`config.mk`:
```
export PLATFORM = sky130hd
export DESIGN_NAME = serial_adder_tx
export DESIGN_NICKNAME = d
export VERILOG_FILES = /design/src/rtl/serial_adder_tx.sv
export SDC_FILE = /design/constraint.sdc
export NUM_CORES = 1
export LEC_CHECK = 0
export ABC_AREA = 1
export ABC_CLOCK_PERIOD_IN_PS = 1900
export BUFFER_PORTS_ARGS = -buffer_cell sky130_fd_sc_hd__buf_2
export CAP_MARGIN = 40
export CORE_MARGIN = 5
export CORE_UTILIZATION = 30
export CTS_CLUSTER_DIAMETER = 50
export DETAILED_ROUTE_END_ITERATION = 10
export PLACE_DENSITY = 0.55
export SYNTH_ARGS = -nofsm -noshare
export SYNTH_HDL_FRONTEND = slang
export SYNTH_SLANG_ARGS = --single-unit
```
`constraint.sdc`:
```
create_clock -name w_clk -period 1.9 [get_ports w_clk]
set_input_delay 0.38 -clock w_clk [delete_from_list [all_inputs] [get_ports w_clk]]
set_output_delay 0.38 -clock w_clk [all_outputs]
set_load 0.01 [all_outputs]
```
`src/rtl/serial_adder_tx.sv`:
```
// ============================================================================
// Module   : serial_adder_tx
// Purpose  : Bit-serial add/subtract, one full-adder slice, LSB-first output.
// Revision : 1.0 - initial release
// ============================================================================
`default_nettype none

module serial_adder_tx #(
    parameter int D_N = 32
) (
    input  logic           w_clk,
    input  logic           w_rst,
    input  logic           w_start,
    input  logic           w_sub,
    input  logic [D_N-1:0] w_a,
    input  logic [D_N-1:0] w_b,
    output logic           w_busy,
    output logic           w_sout,
    output logic           w_sout_vld,
    output logic           w_done,
    output logic [D_N-1:0] w_s,
    output logic           w_cout
);

    localparam int              c_CW   = (D_N > 2) ? $clog2(D_N) : 1;
    localparam logic [c_CW-1:0] c_LAST = c_CW'(D_N - 1);

    typedef enum logic [0:0] {
        IDLE = 1'b0,
        RUN  = 1'b1
    } state_t;

    state_t          r_state;
    state_t          w_state_nxt;
    logic [D_N-1:0]  r_a;
    logic [D_N-1:0]  r_b;
    logic [D_N-1:0]  r_s;
    logic [c_CW-1:0] r_cnt;
    logic            r_carry;
    logic            r_sout;
    logic            r_vld;
    logic            r_done;
    logic            r_cout;

    logic            w_last;
    logic            w_sum;
    logic            w_cy;

    assign w_last = (r_cnt == c_LAST);
    assign w_sum  = r_a[0] ^ r_b[0] ^ r_carry;
    assign w_cy   = (r_a[0] & r_b[0]) | (r_a[0] & r_carry) | (r_b[0] & r_carry);

    always_ff @(posedge w_clk) begin
        if (w_rst) begin
            r_state <= IDLE;
        end else begin
            r_state <= w_state_nxt;
        end
    end

    always_comb begin
        w_state_nxt = r_state;
        case (r_state)
            IDLE:    if (w_start) w_state_nxt = RUN;
            RUN:     if (w_last)  w_state_nxt = IDLE;
            default: w_state_nxt = IDLE;
        endcase
    end

    always_ff @(posedge w_clk) begin
        if (w_rst) begin
            r_a     <= '0;
            r_b     <= '0;
            r_s     <= '0;
            r_cnt   <= '0;
            r_carry <= 1'b0;
            r_sout  <= 1'b0;
            r_vld   <= 1'b0;
            r_done  <= 1'b0;
            r_cout  <= 1'b0;
        end else begin
            r_vld  <= 1'b0;
            r_done <= 1'b0;
            if (r_state == IDLE) begin
                if (w_start) begin
                    // Subtraction is A + ~B + 1: the +1 rides in on the carry.
                    r_a     <= w_a;
                    r_b     <= w_sub ? ~w_b : w_b;
                    r_carry <= w_sub;
                    r_cnt   <= '0;
                    r_s     <= '0;
                end
            end else begin
                r_sout  <= w_sum;
                r_vld   <= 1'b1;
                r_carry <= w_cy;
                r_a     <= {1'b0, r_a[D_N-1:1]};
                r_b     <= {1'b0, r_b[D_N-1:1]};
                r_s     <= {w_sum, r_s[D_N-1:1]};
                if (w_last) begin
                    r_cnt  <= '0;
                    r_done <= 1'b1;
                    r_cout <= w_cy;
                end else begin
                    r_cnt  <= r_cnt + c_CW'(1);
                end
            end
        end
    end

    assign w_busy     = (r_state == RUN);
    assign w_sout     = r_sout;
    assign w_sout_vld = r_vld;
    assign w_done     = r_done;
    assign w_s        = r_s;
    assign w_cout     = r_cout;

endmodule

`default_nettype wire

```
==> metrics.yaml <==
grt:
  grt_max_degree: 66
  grt.overflow.total: 0
  antenna_found_initial: 0
  grt_pass1_vias: 3743
  grt_usage: 0.1213
  grt_first_pass_wirelength_um: 17820
placed_design:
  post-place-cells: 872
  numPortBuffers: 104
  gp_congestion: 0.7547
  dpl.hpwl_um: 6871
  place_area_um2: 5334
cts:
  cts_root_buffer: "clkbuf_16"
  cts_setup_buffers: 0
  cts_max_level: 3
  cts_resized: 0
  insertion_delay_ns: 0.36
  cts-hold-fix-buffers: 0
  cts_tree: "built"
  path_clk_slew_ns: 0.08
  cts_made_buffers: 9
  cts_max_path_buffers: 2
  clock_sinks: 107
finish:
  syn2layout_area_growth_pct: 20.56
  seq_area_um2: 2146
  multi_input_area_um2: 2141
  layout.cells.non_filler: 888
  drive_gt1_frac: 0.1900
  diodes: 0
  layout.nets: 767
  fin_area_um2: 5619
  fillers: 1663
timing:
  worst_pin_slew_ns: 0.4161
  fmax_mhz: 633.0
  relSlewSlack: 0.7226
  maxSlewViolCount: 0
  hold_viol: 0
  rsz0062_at_grt: "no"
  finalSetupViolCount: 0
  hold_ws_ns: 0.2711
  skew_ns: 0.01095
  period_share: 0.8315
  tns_ns: 0
  layout_min_cycle_time_ns: 1.580
pwr:
  p_leak_nw: 2.684
  seq_power_share: 0.509
  p_per_area_nw_per_um2: 841.1
  switching_power_mw: 1.261
  ir_drop_mv: 0.4579
  p_int_mw: 3.466
  clock_power_share: 0.382
  report.power.total_mw: 4.726
  p_comb_frac: 0.109
  switching_share: 0.2667
synth:
  synth.distinct_cells: 22
  syn_avg_cell_area_um2: 7.603
  synth.area.top_cells: "dfxtp_1 46%, nand2_1 16%, xor2_1 6.0%"
  yosysTopAreaCell: "dfxtp_1"
  synth.yosys.seq_area_share: 0.4596
  ys_top_cells_by_count: "201 x nand2_1, 107 x dfxtp_1, 42 x inv_1, 38 x nor2_1, 36 x nand3_1"
  yosys_warnings: 0
  synth_edf_count: 0
  synthDominantCellAreaShare: 0.4596
  synth-main-ff-cell: "dfxtp_1"
  post-synth-top-count-cell: "nand2_1"
  synthArstFlopShare: 0
  synth_fp_nets: 685
  synth_seq_cells: 107
  synth_cells: 613
  syn-cell-area_um2: 4661
floorplan:
  die_h_um: 134.6
  core_area_um2: 15200
  die-area_um2: 18130
  start_util: 0.3066
  rows: 45
  io_pins: 105
  die_width_um: 134.6
worst_setup_path:
  worst_setup_path_start_kind: "flop"
  ff2ff_path_depth: 4
  cp.depth: 1
  slowest_delay_ns: 0.62
  crit_path_cell_trace: "buf_2"
  crit_fanout: 34
  critPathBufInv: 1
  critPathTopFamily: "flip-flops"
  worst-endpoint-required_ns: 1.52
  critical_path_class: "flop to output pin"
  endpoint_kind: "output pin"
  arrival_ns: 1.20
  cpMaxStageDelayCell: "dfxtp_4"
drt:
  wl_per_cell_um: 11.99
  drt_iter0_markers: 209
  drt_first_pass_iters: 4
  viasPerCell: 4.495
  vias: 3992
  drc_errors: 0
  final_antenna_net_count: 0
  wl_um: 10650
job:
  cap_violations: 0
hold_path:
  hold_class: "input pin to flop"
  hold_depth: 3
status:
  status: "complete, no violations"
stage by stage:
stage	setup slack, ns	utilization
6_report	0.3202	0.3696
3_3_place_gp	0.4791	0.3509
2_1_floorplan	0.5509	-
4_1_cts	0.2740	0.3696
3_5_place_dp	0.4480	0.3509
5_1_grt	0.2502	0.3696
path summary, 6_finish.rpt:
check / endpoint / slack, ns / startpoint
min reg2reg: r_cnt[3]$_SDFFE_PP0P_ / 0.49 / r_cnt[3]$_SDFFE_PP0P_
max: w_busy / 0.32 / w_busy$_SDFF_PP0_
min: r_a[31]$_SDFFE_PP0P_ / 0.27 / w_a[31]
max reg2reg: r_b[6]$_SDFFE_PP0P_ / 0.45 / w_busy$_SDFF_PP0_
state kept, by name (all words and copies together) (netlist names):
signal and cells:
r_cnt 5, w_cout 1, w_sout_vld 1, w_s 32
w_busy 1, r_carry 1, w_done 1, r_a 32
r_b 32, w_sout 1
final cells by class:
type                            count  area share
Inverter                           43     0.02872
Tap cell                          188     0.04186
Sequential cell                   107      0.3819
Timing Repair Buffer              113      0.1158
Multi-Input combinational cell    421      0.3810
Clock inverter                      7     0.01069
Clock buffer                        9     0.04008
worst register-to-register path, stage by stage (launching register included):
cell and delay (ns):
dfxtp_4 0.48, nor2_4 0.19, buf_4 0.37, a21boi_0 0.16
a21oi_1 0.18
metal layers:
metal / track usage / part of all wire / up-vias
li1: - / - / 2122
met1: 0.1488 / 0.48 / 1785
met2: 0.2026 / 0.46 / 75
met3: 0.04136 / 0.049 / 10
met4: 0.03394 / 0.012 / 0
met5: 0 / 0 / -
logic make-up after synthesis:
family / count (synthesis) / share of synthesized area
simple gates: 279 / 0.2384
fa+ha+maj: 4 / 0.01235
xor+xnor: 32 / 0.06013
compound gates: 106 / 0.1485
buf+inv: 85 / 0.08107
flops: 107 / 0.4596
cells in the final DEF, fill, tap and decap left out, types with 3 or more instances in the layout:
| master | count |
|---|---|
| a21boi_0 | 24 |
| buf_12 | 5 |
| a21boi_1 | 7 |
| buf_4 | 4 |
| a21oi_1 | 35 |
| nand2_1 | 201 |
| inv_1 | 42 |
| dfxtp_1 | 106 |
| o21ai_0 | 6 |
| a22oi_1 | 33 |
| buf_2 | 104 |
| clkbuf_16 | 9 |
| nor2_1 | 38 |
| nand3_1 | 36 |
| xor2_1 | 32 |
| clkinv_4 | 3 |
| ha_1 | 3 |
power groups by stage:
| stage | Clock (mW) | Combinational (mW) | Sequential (mW) |
|---|---|---|---|
| global placement | 0 | 0.529 | 2.46 |
| CTS | 1.89 | 0.529 | 2.41 |
| detailed placement | 0 | 0.527 | 2.46 |
| finish | 1.80 | 0.515 | 2.41 |
| floorplan | 0 | 0.370 | 2.43 |
| global route | 1.99 | 0.593 | 2.42 |
Note: power is estimated with default switching activity, not from simulation.
